[config.mk]
export PLATFORM = sky130hd
export DESIGN_NAME = memory_stage
export DESIGN_NICKNAME = d
export VERILOG_FILES = /design/src/rtl/memory_stage.sv
export SDC_FILE = /design/constraint.sdc
export NUM_CORES = 1
export LEC_CHECK = 0
export CELL_PAD_IN_SITES_DETAIL_PLACEMENT = 0
export CELL_PAD_IN_SITES_GLOBAL_PLACEMENT = 1
export CORE_AREA = 2 2 279 281
export CTS_BUF_LIST = sky130_fd_sc_hd__clkbuf_4 sky130_fd_sc_hd__clkbuf_8
export CTS_CLUSTER_SIZE = 28
export DETAILED_ROUTE_END_ITERATION = 6
export DIE_AREA = 0 0 281 283
export GPL_TIMING_DRIVEN = 0
export PLACE_DENSITY = 0.54
export REMOVE_ABC_BUFFERS = 1
export SLEW_MARGIN = 25
export SYNTH_ARGS = -nofsm -noshare
export SYNTH_HDL_FRONTEND = slang
export SYNTH_SLANG_ARGS = --single-unit
[constraint.sdc]
create_clock -name clk -period 24.9 [get_ports clk]
set_input_delay 4.98 -clock clk [delete_from_list [all_inputs] [get_ports clk]]
set_output_delay 4.98 -clock clk [all_outputs]
set_load 0.02 [all_outputs]
[src/rtl/memory_stage.sv]
// memory_stage -- memory stage of the SIMD AES pipeline.
//
// Sits behind register_EM and performs scalar (N-bit) and vector (V-bit)
// loads/stores against an N-bit data memory with a req/ready handshake.
// A vector access is issued as L = V/N sequential word beats in lane order.
// StallM holds the upstream pipeline until the access has completed.
//
// Optional build macro: MEM_TIMEOUT_EN
//   Defined   : a per-beat wait counter aborts a beat that has waited TIMEOUT
//               cycles, sets the sticky MemErrM and zero-fills the unread part
//               of a load result.
//   Undefined : beats wait indefinitely and MemErrM is tied to 0.
//
// Ports:
//   clk, rst     clock; asynchronous active-high reset
//   ALUResultM   byte address from execute (low two bits ignored)
//   WriteDataM   scalar store data
//   WriteDataVM  vector store data, lane i = bits [N*i+N-1 : N*i]
//   MemWriteM    store request (wins if MemtoRegM is also high)
//   MemtoRegM    load request
//   VecDataM     1 = vector access (L beats), 0 = scalar (1 beat)
//   MemReady     memory accepted/completed the current beat
//   MemRD        memory read data, valid with MemReady
//   MemReq       beat request to memory
//   MemWE        beat is a write
//   MemAddr      beat word address
//   MemWD        beat write data
//   ReadDataM    registered scalar load result
//   ReadDataVM   registered vector load result
//   StallM       stall request to the hazard unit
//   MemErrM      sticky beat-timeout error
module memory_stage #(
  parameter int unsigned N       = 32,
  parameter int unsigned V       = 256,
  parameter int unsigned TIMEOUT = 255
) (
  input  logic         clk,
  input  logic         rst,
  input  logic [N-1:0] ALUResultM,
  input  logic [N-1:0] WriteDataM,
  input  logic [V-1:0] WriteDataVM,
  input  logic         MemWriteM,
  input  logic         MemtoRegM,
  input  logic         VecDataM,
  input  logic         MemReady,
  input  logic [N-1:0] MemRD,
  output logic         MemReq,
  output logic         MemWE,
  output logic [N-1:0] MemAddr,
  output logic [N-1:0] MemWD,
  output logic [N-1:0] ReadDataM,
  output logic [V-1:0] ReadDataVM,
  output logic         StallM,
  output logic         MemErrM
);

  localparam int unsigned L  = V / N;
  localparam int unsigned BW = (L > 1) ? $clog2(L) : 1;

  typedef enum logic [1:0] {
    IDLE,
    BUSY,
    DONE
  } stateT;

  stateT         state;
  stateT         nextState;
  logic [BW-1:0] beat;
  logic [N-1:0]  base;
  logic          isStore;
  logic          isVec;

  logic          opPresent;
  logic          lastBeat;
  logic          abort;
  logic [N-1:0]  laneWD;
  logic [1:0]    unusedAddrBits;

  assign opPresent      = MemWriteM | MemtoRegM;
  assign lastBeat       = isVec ? (beat == BW'(L - 1)) : (beat == '0);
  assign laneWD         = WriteDataVM[32'(beat) * N +: N];
  // Accesses are word aligned; the byte offset is dropped without a fault.
  assign unusedAddrBits = ALUResultM[1:0];

`ifdef MEM_TIMEOUT_EN
  localparam int unsigned TW = $clog2(TIMEOUT + 1);

  logic [TW-1:0] waitCnt;
  logic          memErr;

  // Abort on the edge that would bring the wait count up to TIMEOUT.
  assign abort = (state == BUSY) && !MemReady && (waitCnt == TW'(TIMEOUT - 1));

  // Cleared whenever a new beat starts (entry from IDLE or beat accepted).
  always_ff @(posedge clk or posedge rst) begin
    if (rst) begin
      waitCnt <= '0;
    end else if (state != BUSY || MemReady) begin
      waitCnt <= '0;
    end else begin
      waitCnt <= waitCnt + TW'(1);
    end
  end

  always_ff @(posedge clk or posedge rst) begin
    if (rst) begin
      memErr <= 1'b0;
    end else if (abort) begin
      memErr <= 1'b1;
    end
  end

  assign MemErrM = memErr;
`else
  assign abort   = 1'b0;
  assign MemErrM = 1'b0;
`endif

  // State register
  always_ff @(posedge clk or posedge rst) begin
    if (rst) begin
      state <= IDLE;
    end else begin
      state <= nextState;
    end
  end

  // Next-state logic; DONE keeps the still-frozen op from re-triggering.
  always_comb begin
    nextState = state;
    case (state)
      IDLE: if (opPresent) nextState = BUSY;
      BUSY: begin
        if ((MemReady && lastBeat) || abort) nextState = DONE;
      end
      DONE:    nextState = IDLE;
      default: nextState = IDLE;
    endcase
  end

  // Output logic. StallM is gated by rst so it drops with the async reset
  // even while the frozen op inputs are still asserted.
  always_comb begin
    MemReq  = 1'b0;
    MemWE   = 1'b0;
    MemAddr = '0;
    MemWD   = '0;
    StallM  = 1'b0;
    case (state)
      IDLE: StallM = opPresent & ~rst;
      BUSY: begin
        MemReq  = 1'b1;
        StallM  = 1'b1;
        MemWE   = isStore;
        MemAddr = base + (N'(beat) << 2);
        MemWD   = isVec ? laneWD : WriteDataM;
      end
      default: ;
    endcase
  end

  // Access context and load result registers
  always_ff @(posedge clk or posedge rst) begin
    if (rst) begin
      base       <= '0;
      beat       <= '0;
      isStore    <= 1'b0;
      isVec      <= 1'b0;
      ReadDataM  <= '0;
      ReadDataVM <= '0;
    end else begin
      case (state)
        IDLE: begin
          if (opPresent) begin
            base    <= {ALUResultM[N-1:2], 2'b00};
            beat    <= '0;
            isStore <= MemWriteM;
            isVec   <= VecDataM;
          end
        end
        BUSY: begin
          if (MemReady) begin
            if (!isStore) begin
              if (isVec) begin
                ReadDataVM[32'(beat) * N +: N] <= MemRD;
              end else begin
                ReadDataM <= MemRD;
              end
            end
            if (!lastBeat) begin
              beat <= beat + BW'(1);
            end
          end else if (abort && !isStore) begin
            // Lanes not yet read (current beat onward) are zero-filled.
            if (isVec) begin
              for (int unsigned i = 0; i < L; i++) begin
                if (i >= 32'(beat)) begin
                  ReadDataVM[i * N +: N] <= '0;
                end
              end
            end else begin
              ReadDataM <= '0;
            end
          end
        end
        default: ;
      endcase
    end
  end

endmodule

# ---- Word-level counts from Yosys, hierarchy flattened
# Index checks and enable logic that the tools add are counted.
# Widths: inputs -> output; s select.
dict set report word_totals {
  input_bits 358
  register_bits 325
}
dict set report op_classes {
  n_eq_ne 6
  addsub 3
  shifts 3
  bitwise_logic 5
  n_reduce_logical 9
  mux 15
}
# cell count
set ops {}
lappend ops {{$bwmux 256} 1}
lappend ops {{$shift 32x34->256 const A} 1}
lappend ops {{$shiftx 256x9->32} 1}
lappend ops {{$shiftx 32x34->256} 1}
lappend ops {{$mux 32} 3}
lappend ops {{$neg 8->34} 1}
lappend ops {{$add 32x5->32} 1}
lappend ops {{$reduce_and 4->1} 3}
lappend ops {{$mux 3} 3}
lappend ops {{$ne 2x2->1 const B} 4}
lappend ops {{$pmux 3 s2} 1}
lappend ops {{$mux 2} 2}
lappend ops {{$pmux 2 s2} 1}
lappend ops {{$reduce_and 2->1} 2}
lappend ops {{$add 3x1->3 const B} 1}
lappend ops {{$eq 3x3->1 const B} 1}
lappend ops {{$logic_not 3->1} 1}
lappend ops {{$mux 1} 3}
lappend ops {{$not 1->1} 3}
lappend ops {{$eq 2x1->1 const B} 1}
lappend ops {{$logic_not 2->1} 1}
lappend ops {{$pmux 1 s2} 1}
lappend ops {{$reduce_bool 2->1} 1}
lappend ops {{$and 1x1->1} 1}
lappend ops {{2 further kinds} 2}

# ---- Depth between registers and ports, before layout
# Gate-level depths: netlist (run 1).
dict set report logic_depth {
  depth_word 5
  mapped_depth 9
  depth_no_buf 7
}

# ---- Worst setup path before layout (run 1)
# OpenSTA, ideal clock, no wires.
dict set report synth_path {
  path_type {input-to-output}
  start {in WriteDataVM[96]}
  end {out MemWD[0]}
  setup_slack_ns 14.239
  path_buffers 0
  required_ns 19.920
  path_stages 3
  arrival_time_ns 5.681
  path_cell_list {mux4_2 > nand2_1 > a31oi_1}
}
dict set report synth_between {
  elab_chain_len 3
}
# item line
set synth_lines {}
lappend synth_lines {{start: declaration} 41} ;# input logic [V-1:0] WriteDataVM,
lappend synth_lines {{$shiftx 256x9->32} 81} ;# assign laneWD = WriteDataVM[32'(beat) * N +: N];
lappend synth_lines {{$mux 32} 156} ;# MemWD = isVec ? laneWD : WriteDataM;
lappend synth_lines {{$mux 32} 149} ;# case (state)
lappend synth_lines {{end: declaration} 50} ;# output logic [N-1:0] MemWD,
# Every way passes these cells.

# ---- Worst setup path after layout (run 1)
dict set report layout_path {
  start {in WriteDataVM[126]}
  end {out MemWD[30]}
}
# The elaborated chain is that of the path after synthesis.

==> results of run 1 <==
==> worst max-delay path by stage <==
stage	slack [ns]	from	endpoint
after floorplan	10.92	rst	ReadDataM[0]$_DFFE_PP0P_
after global placement	6.17	rst	ReadDataM[12]$_DFFE_PP0P_
after detailed placement	12.54	WriteDataVM[126]	MemWD[30]
after CTS	12.54	WriteDataVM[126]	MemWD[30]
after global routing	12.48	WriteDataVM[126]	MemWD[30]
final	12.45	WriteDataVM[126]	MemWD[30]
==> through the flow <==
stage                     hold WS [ns]  area [µm²]  util, %  setup slack, ns
after floorplan                 0.4723       15720        -            10.92
after global placement          0.4719       24110    31.43            6.165
after CTS                       0.5022       26200    34.16            12.54
final                           0.4988       26200    34.16            12.45
after detailed placement        0.4751       24890    32.45            12.54
after global routing            0.5133       26200    34.16            12.48
==> power breakdown <==
part | internal, mW | total, mW | switching [mW]
sequential | 0.658 | 0.765 | 0.107
combinational | 0.658 | 1.47 | 0.813
clock | 0.322 | 0.565 | 0.242
total | 1.64 | 2.80 | 1.16
==> sequential cells by signal, indices dropped and copies added (netlist names) <==
register,count
base,30
beat,3
isStore,1
ReadDataM,32
isVec,1
state,2
ReadDataVM,256
==> cells in the mapped netlist, types with 2 or more instances <==
cell	n	area, µm²
or3_1	2	12.51
nand3_1	10	50.05
mux2i_1	22	220.2
a31oi_1	32	200.2
nand4bb_1	3	33.78
dfrtp_1	325	8133
inv_1	30	112.6
a21oi_1	18	90.09
xnor2_1	3	26.28
o41ai_1	3	26.28
nor3_1	4	20.02
or4_1	8	60.06
mux4_2	64	1441
nand4_1	9	56.30
nor2_1	77	289.0
clkbuf_1	56	210.2
mux2_2	297	3344
and2_1	56	350.3
nand2_1	115	431.7
and3_1	4	25.02
xor2_1	3	26.28
a22o_1	2	17.52
nand2b_1	22	137.6
o21ai_0	44	220.2
o31ai_1	9	67.56
buf_1	3	11.26
and4_1	5	43.79
nor2b_1	2	12.51
nor4_1	6	37.54
ha_1	9	112.6
buf_4	6	45.04
buf_2	22	110.1
==> cells in the final DEF (no fill, tap or decap), types with 4 or more instances in the layout <==
cell type        netlist  layout
nand3_1               10      10
clkdlybuf4s50_1        0     708
o21ai_0               44      44
a31oi_1               32      32
mux2i_1               22      22
and2_1                56      56
o31ai_1                9       9
clkbuf_8               0      74
buf_12                 0       8
buf_16                 0       9
clkinv_2               0       4
inv_1                 30      28
mux2_2               297     297
ha_1                   9       8
buf_6                  0      16
dfrtp_1              325     321
nand2_1              115     112
nor2_1                77      72
nand4_1                9       9
a21oi_1               18      18
nand2b_1              22      19
and4_1                 5       4
and3_1                 4       4
clkbuf_4               0      23
or4_1                  8       8
nor2_4                 0       4
mux4_2                64      64
buf_8                  0       5
nor4_1                 6       5
==> cell type report <==
| type | count | area share [%] |
|---|---|---|
| tap | 1040 | 4.966 |
| sequential | 325 | 31.08 |
| clock inverter | 8 | 0.4393 |
| clock buffer | 97 | 4.546 |
| antenna | 2 | 0.01910 |
| multi-input combinational | 842 | 28.81 |
| inverter | 31 | 0.4775 |
| timing repair buffer | 749 | 29.66 |
==> routing by layer <==
| layer | GRT usage, % | vias to the layer above |
|---|---|---|
| met1 | 29.18 | 7121 |
| li1 | - | 6065 |
| met4 | 2.741 | 0 |
| met5 | 0 | - |
| met2 | 40.23 | 515 |
| met3 | 5.731 | 128 |
==> critical path, delay by kind of cell <==
kind	cells	cell delay [ns]
buffers and inverters	2	1.47
muxes	1	0.37
and+or+nand+nor	1	0.07
AOI/OAI and AO/OA	1	0.57
==> cell families (layout without fill, tap and decap cells) <==
group,Yosys count,after routing,synth area share [%]
AO/OA/AOI/OAI,114,114,4.192
XOR/XNOR,6,6,0.3267
adder cells (fa/ha/maj),10,10,0.8244
buffers and inverters,118,885,3.064
flip-flops,325,325,50.55
multiplexers,384,384,31.19
other,1,5,0.02331
AND/OR/NAND/NOR,325,325,9.830
==> summary.md, run 1 <==
| Metric | Value |
|---|---|
| Status | finished, final reports clean |
| CP peak stage delay | 0.77 ns |
| Layout fillers | 7628 |
| Cell Count, Final, Fillers Out | roughly 3100 |
| DRC | 0 |
| TritonCTS clock tree | yes |
| Vias per Instance | 4.470 |
| Final min period | 12.45 ns |
| Hold Path Depth | 1 |
| Gr ovfl total | 0 |
| Total negative slack | 0 ns |
| Area of the core | ~77000 µm² |
| CTS Buf Count | 59 |
| Placer Congestion | 0.9488 |
| Hpwl dp | 74.36 mm |
| Pwr dens | approximately 110 nW/µm² |
| Metal1 wirelength | 39.25 mm |
| CTS Root Buffer Type | clkbuf_8 |
| WS Path Type | in -> out |
| DR top layer | met4 |
| Crit-path cells | clkdlybuf4s50_1 -> mux4_2 -> nand2_1 -> a31oi_1 -> clkdlybuf4s50_1 |
| Postcts setup bufs | 0 |
| Max Fanout on Critical Path | 1 |
| Sequential area share after synthesis | 50.55% |
| Cells after synthesis | ~1300 |
| Pins Over Slew Limit | 0 |
| DIE AREA | 79520 µm² |
| Clock buffer depth | 3 |
| Antenna-violating nets left | 0 |
| Clk_lat worst skew | 0.68 ns |
| Worst reg2reg endpoint | ReadDataVM[7]$_DFFE_PP0P_ |
| Register area | 8145 µm² |
| FMAX | about 80 MHz |
| Clk sinks | 325 |
| Metal3 WL | 6.144 mm |
| Initial antenna violation count | 39 |
| Crit path required time | 19.92 ns |
| HP Class | reg -> reg |
| Die extent in x | 281 µm |
| IO Port Bufs | 708 |
| Multi-input gate area | about 7500 µm² |
| Final Hold Vio Count | 0 |
| Global-route wire length before repair | 127.1 mm |
| Total Routing Usage GR | 22.98% |
| Routed len/inst | between 30 and 40 µm |
| Crit. End Element | output port |
| Pre-antenna DRT Iters | 5 |
| Synth async-reset ratio | 100.0% |
| Mapped Area | 16090 µm² |
| FP Rows | 102 |
| Share of layout cells above drive strength 1 | around 26% |
| Crit path top cell by count | clkdlybuf4s50_1 |
| Slew headroom | 34.82% |
| Setup violations, final | 0 |
| Hold_buf cts | 0 |
| Max-cap viol count | 0 |
| WL met2 | between 40 and 50 mm |
| Hold path endpoint | ReadDataVM[151]$_DFFE_PP0P_ |
| # nets final | 2376 |
| I/O Pins | 714 |
| RR Startpoint | beat[0]$_DFFE_PP0P_ |
| Final Cycle Share | 50.00% |
| WL final | roughly 93 mm |
| Via count | 13830 |
| Initial DRC Count | ~640 |
| Hold_sp | ReadDataVM[151]$_DFFE_PP0P_ |
| Path depth of the worst reg2reg path | 11 |
| Lkg Pwr | 11.29 nW |
| Clk_skew | 0.06534 ns |
| Die Ht | 283 µm |
| Flops & latches, synth | 325 |
| RSZ-0062 raised after global routing | false |
| Vias in the first global route | approximately 15000 |
| Ys flop type | dfrtp_1 |
| Synth cell types | between 40 and 50 |
| R2R Setup Slk | approximately 21 ns |
| Worst VDD drop | 0.00005486 V |
| Slew @ Worst Pin | 0.9754 ns |
| Total power | between 2 and 3 mW |
| Synth warn | 0 |
| Cts repair resizes | 0 |
| EDFF count, synth | 0 |
| Initial core utilization | 20.97% |
| Number of H-tree levels | 2 |
| Data arrival time of the worst path | between 7 and 8 ns |
| Reg clk slew, reported paths | 0.06 ns |
| Placed Instances | 2987 |
| Pin count of the biggest net entering global routing | 98 |
| Syn Area/Cell | between 10 and 15 µm² |
| Crit-path slowest cell | clkdlybuf4s50_1 |
| CP Launch Type | input pin |
| Area grow syn2layout | 62.88% |
(Power assumes the default switching activity.)
==> run 2, diff against run 1 <==
--- a/config.mk
+++ b/config.mk
@@ -7,13 +7,13 @@
 export LEC_CHECK = 0
 export CELL_PAD_IN_SITES_DETAIL_PLACEMENT = 0
 export CELL_PAD_IN_SITES_GLOBAL_PLACEMENT = 1
-export CORE_AREA = 2 2 279 281
+export CORE_AREA = 2 2 280 282
 export CTS_BUF_LIST = sky130_fd_sc_hd__clkbuf_4 sky130_fd_sc_hd__clkbuf_8
 export CTS_CLUSTER_SIZE = 28
 export DETAILED_ROUTE_END_ITERATION = 6
-export DIE_AREA = 0 0 281 283
+export DIE_AREA = 0 0 282 284
 export GPL_TIMING_DRIVEN = 0
-export PLACE_DENSITY = 0.54
+export PLACE_DENSITY = 0.55
 export REMOVE_ABC_BUFFERS = 1
 export SLEW_MARGIN = 25
 export SYNTH_ARGS = -nofsm -noshare
==> constraint.sdc (replaced) <==
create_clock -name clk -period 10.2 [get_ports clk]
set_input_delay 2.04 -clock clk [delete_from_list [all_inputs] [get_ports clk]]
set_output_delay 2.04 -clock clk [all_outputs]
set_load 0.02 [all_outputs]
==> run 2 against run 1 <==
Net effect: sequential share of layout area barely moved; clock skew decreased by 0.030 ns; first-iteration DRC count up 22%; routed wire length down 4.7%; die area is 0.71% higher; via count down 0.22%; sequential cell count stayed put; total power increased by 140%; utilization is 0.099 points lower; critical path type is now reg -> out; critical endpoint is now MemAddr[26]; largest power group unchanged.
==> summary.md, run 2 (synthesis results as in run 1) <==
| Metric | Value |
|---|---|
| Max-cap viol count | 0 (unchanged) |
| Fin util | 34.07% (-0.099 points) |
| NetSw | 2.793 mW (+140%) |
| CTS Root Buffer Type | clkbuf_8 |
| Worst Setup SP | beat[1]$_DFFE_PP0P_ |
| Initial core utilization | 20.91% (-0.070 points) |
| Routed len/inst | 28.53 µm (-5.1%) |
| I/O Pins | 714 (unchanged) |
| Die extent in x | 282 µm (+0.36%) |
| # nets final | 2371 (-0.21%) |
| WS Path Type | reg -> out |
| Clk sinks | 325 (unchanged) |
| Sequential power share | 27.5% (+0.2 points) |
| Cell Count, Final, Fillers Out | 3107 (+0.42%) |
| Place WS | 3.753 ns (-8.788 ns) |
| DRC | 0 (unchanged) |
| Clock power share | 20.8% (+0.6 points) |
| CP Capture Point | MemAddr[26] |
| Reg clk slew, reported paths | 0.06 ns (about the same) |
| Lkg Pwr | 11.29 nW (about the same) |
| Data arrival time of the worst path | 4.56 ns (-2.91 ns) |
| Vias per Instance | 4.441 (-0.63%) |
| Initial antenna violation count | 35 (-10%) |
| Global-route wire length before repair | 121.9 mm (-4.1%) |
| HP Class | reg -> reg |
| Die Ht | 284 µm (+0.35%) |
| Slew headroom | 32.46% (-2.4 points) |
| TritonCTS clock tree | yes |
| Placed Instances | 2982 (-0.17%) |
| Register area | 8145 µm² (unchanged) |
| Combinational group share of total power | 51.6% (-0.9 points) |
| Biggest registers after layout | ReadDataVM: 256 flops, ReadDataM: 32 flops, base: 30 flops |
| Commonest non-fill, non-tap cell in the layout | clkdlybuf4s50_1 |
| Power Internal | 4.050 mW (+150%) |
| Crit. End Element | output port |
| Cts repair resizes | 0 (unchanged) |
| Pins Over Slew Limit | 0 (unchanged) |
| Crit-path slowest cell | dfrtp_4 |
| Max reg flops | 256 (unchanged) |
| CP Launch Type | register |
| Area of the core | 76960 µm² (+0.33%) |
| IO Port Bufs | 708 (unchanged) |
| Final Cycle Share | 64.66% |
| Largest Register | ReadDataVM |
| Pin count of the biggest net entering global routing | 97 (-1.0%) |
| Via count | 13800 (-0.22%) |
| Layout fillers | 7737 (+1.4%) |
| Setup violations, final | 0 (unchanged) |
| Hpwl dp | 71.18 mm (-4.3%) |
| Gr ovfl total | 0 (unchanged) |
| Crit-path cells | inv_1 -> fa_1 -> nand2b_1 -> a2111o_1 -> or4_1 -> a21oi_1 -> clkdlybuf4s50_1 |
| WL final | 88.63 mm (-4.7%) |
| Max Fanout on Critical Path | 30 (+29) |
| Final worst setup slack | 3.604 ns (-8.846 ns) |
| Clock buffer depth | 3 (unchanged) |
| Postcts setup bufs | 0 (unchanged) |
| Pwr dens | 261.0 nW/µm² (+140%) |
| Clk_lat worst skew | 0.67 ns (about the same) |
| R2R Setup Slk | 6.26 ns (-14.91 ns) |
| Final min period | 6.596 ns |
| Status | finished, final reports clean |
| Antenna-violating nets left | 0 (unchanged) |
| CTS Buf Count | 59 (unchanged) |
| Path depth of the worst reg2reg path | 10 (-1) |
| Placer Congestion | 1.055 (+11%) |
| FMAX | 151.6 MHz |
| RSZ-0062 raised after global routing | false |
| Vias in the first global route | 14760 (+0.16%) |
| Share of layout cells above drive strength 1 | 25.74% (-0.085 points) |
| Clk_skew | 0.03555 ns (-0.02979 ns) |
| RR Startpoint | beat[0]$_DFFE_PP0P_ |
| CP peak stage delay | 0.76 ns (about the same) |
| Total Routing Usage GR | 21.75% (-1.2 points) |
| Total power | 6.843 mW (+140%) |
| Worst reg2reg endpoint | ReadDataVM[12]$_DFFE_PP0P_ |
| Slew @ Worst Pin | 1.013 ns (+0.03761 ns) |
| Hold_buf cts | 0 (unchanged) |
| Switching portion of total power | 40.81% (-0.70 points) |
| Most frequent cells in the layout | 708 x clkdlybuf4s50_1, 321 x dfrtp_1, 297 x mux2_2 |
| Hold slack | 0.5006 ns (+0.001894 ns) |
| DIE AREA | 80090 µm² (+0.71%) |
| Number of H-tree levels | 2 (unchanged) |
| Initial DRC Count | 780 (+22%) |
| FP Rows | 102 (unchanged) |
| Multi-input gate area | 7541 µm² (about the same) |
| Pre-antenna DRT Iters | 6 (+1) |
| Worst VDD drop | 0.0001338 V (+140%) |
| Final Hold Vio Count | 0 (unchanged) |
| Crit path required time | 8.16 ns (-11.76 ns) |
| Area grow syn2layout | 62.95% (about the same) |
## run 2: cell types whose count changed in the layout (fill, tap and decap cells not counted), sizes merged
cell and change:
diode +14, buf -5, clkinv +3, bufinv +2, clkbuf +1, clkinvlp -1, inv -1
## run 2: layout make-up
type,count,share of cell area [%]
tap,1040,4.964
sequential,325,31.07
multi-input combinational,842,28.77
inverter,31,0.4773
clock inverter,11,0.6777
timing repair buffer,744,29.32
antenna,16,0.1527
clock buffer,98,4.572
## run 2: worst min path at each step
stage | to | slack (ns) | from | cells after the start
final | ReadDataVM[188]$_DFFE_PP0P_ | 0.50 | ReadDataVM[188]$_DFFE_PP0P_ | 1
after global placement | ReadDataVM[151]$_DFFE_PP0P_ | 0.48 | ReadDataVM[151]$_DFFE_PP0P_ | 1
after detailed placement | ReadDataVM[151]$_DFFE_PP0P_ | 0.49 | ReadDataVM[151]$_DFFE_PP0P_ | 1
after global routing | ReadDataVM[77]$_DFFE_PP0P_ | 0.51 | ReadDataVM[77]$_DFFE_PP0P_ | 1
after floorplan | isStore$_DFFE_PP0P_ | 0.47 | isStore$_DFFE_PP0P_ | 1
after CTS | ReadDataVM[67]$_DFFE_PP0P_ | 0.50 | ReadDataVM[67]$_DFFE_PP0P_ | 1
## run 2: power by group through the flow
| stage | sequential [mW] | clock [mW] | combinational, mW |
|---|---|---|---|
| global route | 1.94 | 1.55 | 3.74 |
| CTS | 1.89 | 1.48 | 3.58 |
| global placement | 2.02 | 0 | 3.36 |
| finish | 1.89 | 1.43 | 3.53 |
| detailed placement | 1.90 | 0 | 3.56 |
| floorplan | 2.20 | 0 | 1.40 |
## run 2: per-layer routing
layer	global-route usage (%)	up-vias	wire, µm
li1	-	6103	-
met1	27.88	7091	37800
met2	35.69	509	42700
met3	6.027	96	6418
met4	5.984	0	1719
met5	0	-	0
## run 2: per-stage QoR
step	area, µm²	setup TNS, ns
2_1_floorplan	15720	-272.36
3_3_place_gp	24110	-1833.90
3_5_place_dp	24800	0
4_1_cts	26170	0
5_1_grt	26210	0
6_report	26220	0
## run 2: worst max-delay path: cells and delay by family (launching register included)
family / cells / cell delay (ns)
flops: 1 / 0.76
fa+ha+maj: 1 / 0.52
simple gates: 2 / 0.79
buf+inv: 2 / 0.94
compound gates: 2 / 0.89
==> run 3, diff against run 2 <==
==> constraint.sdc (replaced) <==
create_clock -name clk -period 5.9 [get_ports clk]
set_input_delay 1.18 -clock clk [delete_from_list [all_inputs] [get_ports clk]]
set_output_delay 1.18 -clock clk [all_outputs]
set_load 0.02 [all_outputs]
==> run 3 against run 2 <==
Net effect: combinational power grew 75%; die area is the same; final cell count is essentially flat; largest cell class unchanged; largest power group unchanged.
==> summary.md, run 3 (synthesis results as in run 1) <==
| Metric | Value |
|---|---|
| Status | finished, final reports clean |
| Clock buffer depth | 3 (unchanged) |
| Pwr dens | 452.7 nW/µm² (+73%) |
| Cell Count, Final, Fillers Out | 3110 (+0.097%) |
| Slew headroom | 30.97% (-1.5 points) |
| Crit. End Element | output port |
| Vias in the first global route | 14760 (unchanged) |
| WL final | 89.05 mm (+0.47%) |
| Final Cycle Share | 95.82% |
| Biggest registers after layout | ReadDataVM: 256 flops, ReadDataM: 32 flops, base: 30 flops |
| Layout fillers | 7730 (-0.090%) |
| DIE AREA | 80090 µm² (unchanged) |
| Data arrival time of the worst path | 4.47 ns (-0.09 ns) |
| R2R Setup Slk | 2.07 ns (-4.19 ns) |
| Worst VDD drop | 0.0002443 V (+83%) |
| Share of layout cells above drive strength 1 | 25.82% (+0.072 points) |
| Area of the core | 76960 µm² (unchanged) |
| Initial antenna violation count | 35 (unchanged) |
| Via count | 13840 (+0.27%) |
| # nets final | 2373 (+0.084%) |
| GRT met2 Usage | 35.69% (unchanged) |
| Lkg Pwr | 11.32 nW (+0.22%) |
| Busiest grt layer | met2 |
| Placer Congestion | 1.055 (unchanged) |
| Antenna-violating nets left | 0 (unchanged) |
| Crit-path slowest cell | dfrtp_4 |
| Clk_lat worst skew | 0.67 ns (about the same) |
| Worst reg2reg endpoint | ReadDataVM[12]$_DFFE_PP0P_ |
| Most frequent cells in the layout | 708 x clkdlybuf4s50_1, 321 x dfrtp_1, 297 x mux2_2 |
| Clk sinks | 325 (unchanged) |
| Hpwl dp | 71.18 mm (unchanged) |
| Total negative slack | 0 ns (unchanged) |
| Area grow syn2layout | 63.31% |
| Commonest non-fill, non-tap cell in the layout | clkdlybuf4s50_1 |
| Routed len/inst | 28.63 µm (+0.37%) |
| HP Class | reg -> reg |
| Pins Over Slew Limit | 0 (unchanged) |
| Total Routing Usage GR | 21.75% (unchanged) |
| Clk_skew | 0.03222 ns (-0.003329 ns) |
| Die Ht | 284 µm (unchanged) |
| Worst Setup SP | beat[1]$_DFFE_PP0P_ |
| CP peak stage delay | 0.69 ns (-0.07 ns) |
| CTS Buf Count | 59 (unchanged) |
| Initial DRC Count | 769 (-1.4%) |
| CTS Root Buffer Type | clkbuf_8 |
| Pin count of the biggest net entering global routing | 97 (unchanged) |
| Slew @ Worst Pin | 1.035 ns (+0.02245 ns) |
| Reg clk slew, reported paths | 0.06 ns (about the same) |
| Final worst setup slack | 0.2468 ns (-3.357 ns) |
| CP Capture Point | MemAddr[26] |
| I/O Pins | 714 (unchanged) |
| DRC | 0 (unchanged) |
| WS Path Type | reg -> out |
| Initial core utilization | 20.91% (unchanged) |
| RR Startpoint | beat[0]$_DFFE_PP0P_ |
| Max-cap viol count | 0 (unchanged) |
| Largest Register | ReadDataVM |
| FP Rows | 102 (unchanged) |
| IO Port Bufs | 708 (unchanged) |
| Max reg flops | 256 (unchanged) |
| Die extent in x | 282 µm (unchanged) |
| RSZ-0062 raised after global routing | false |
| Pre-antenna DRT Iters | 7 (+1) |
| M1 GR Usage | 27.88% (unchanged) |
| CP Launch Type | register |
| Crit-path cells | inv_1 -> fa_1 -> nand2b_1 -> a2111o_1 -> or4_1 -> a21oi_1 -> clkdlybuf4s50_1 |
| TritonCTS clock tree | yes |
| Path depth of the worst reg2reg path | 10 (unchanged) |
| Setup violations, final | 0 (unchanged) |
| Final Hold Vio Count | 0 (unchanged) |
| Placed Instances | 2982 (unchanged) |
| Max Fanout on Critical Path | 18 (-40%) |
| Place WS | 0.7758 ns (-2.977 ns) |
| Gr ovfl total | 0 (unchanged) |
| Crit path required time | 4.72 ns (-3.44 ns) |
| M3 GR Usage | 6.027% (unchanged) |
| Final min period | 5.653 ns |
| FMAX | 176.9 MHz |
| Number of H-tree levels | 2 (unchanged) |
| Global-route wire length before repair | 121.9 mm (unchanged) |
| Vias per Instance | 4.449 (+0.17%) |
-- run 3: cell types whose count changed in the layout (fill, tap and decap cells not counted), sizes merged --
cell | before | now
buf | 36 | 38
diode | 16 | 17
-- run 3: layout make-up --
type	instances	area, µm²	share of cell area [%]
multi-input cells	842	7541	28.70
clock inverters	11	177.7	0.6763
well taps	1040	1301	4.953
clock buffers	98	1199	4.562
inverters	31	125.1	0.4762
diodes	17	42.54	0.1619
flip-flops and latches	325	8145	31.00
repair buffers	746	7741	29.46
-- run 3: metrics by stage --
stage | utilization, % | total power [mW] | hold WS [ns] | instance area, µm²
after floorplan | - | 6.224 | 0.4723 | 15720
after global placement | 31.33 | 9.300 | 0.4755 | 24110
after detailed placement | 32.22 | 9.454 | 0.4887 | 24800
after CTS | 34.01 | 12.01 | 0.5047 | 26170
after global routing | 34.12 | 12.55 | 0.5109 | 26260
final | 34.14 | 11.89 | 0.5007 | 26270
-- run 3: routing by layer --
metal	share of wire [%]	routed length, µm
met5	0	0
met4	1.9	1707
met3	7.4	6603
met2	48	42820
met1	43	37920
-- run 3: worst min-delay path by stage --
| stage | from | end | slack (ns) | depth (start not counted) |
|---|---|---|---|---|
| floorplan | isStore$_DFFE_PP0P_ | isStore$_DFFE_PP0P_ | 0.47 | 1 |
| global placement | ReadDataVM[151]$_DFFE_PP0P_ | ReadDataVM[151]$_DFFE_PP0P_ | 0.48 | 1 |
| detailed placement | ReadDataVM[151]$_DFFE_PP0P_ | ReadDataVM[151]$_DFFE_PP0P_ | 0.49 | 1 |
| CTS | ReadDataVM[67]$_DFFE_PP0P_ | ReadDataVM[67]$_DFFE_PP0P_ | 0.50 | 1 |
| global route | ReadDataVM[77]$_DFFE_PP0P_ | ReadDataVM[77]$_DFFE_PP0P_ | 0.51 | 1 |
| finish | ReadDataVM[188]$_DFFE_PP0P_ | ReadDataVM[188]$_DFFE_PP0P_ | 0.50 | 1 |
-- run 3: what timing repair did --
action | CTS | global route
gates resized for setup | 0 | 0
hold buffers | 0 | 0
endpoints found under the setup margin | 0 | 4
setup buffers | 0 | 2
hold endpoints to repair | 0 | 0
-- run 3: power by group --
group	switching (mW)	internal [mW]
Clock	1.01	1.46
Combinational	3.39	2.80
Sequential	0.459	2.78
Total	4.86	7.03
-- run 3: critical path: cells and delay by family (launching register included) --
| kind | cells | cell delay, ns |
|---|---|---|
| buf+inv | 2 | 0.92 |
| compound gates | 2 | 0.90 |
| simple gates | 2 | 0.79 |
| flops | 1 | 0.69 |
| fa+ha+maj | 1 | 0.51 |
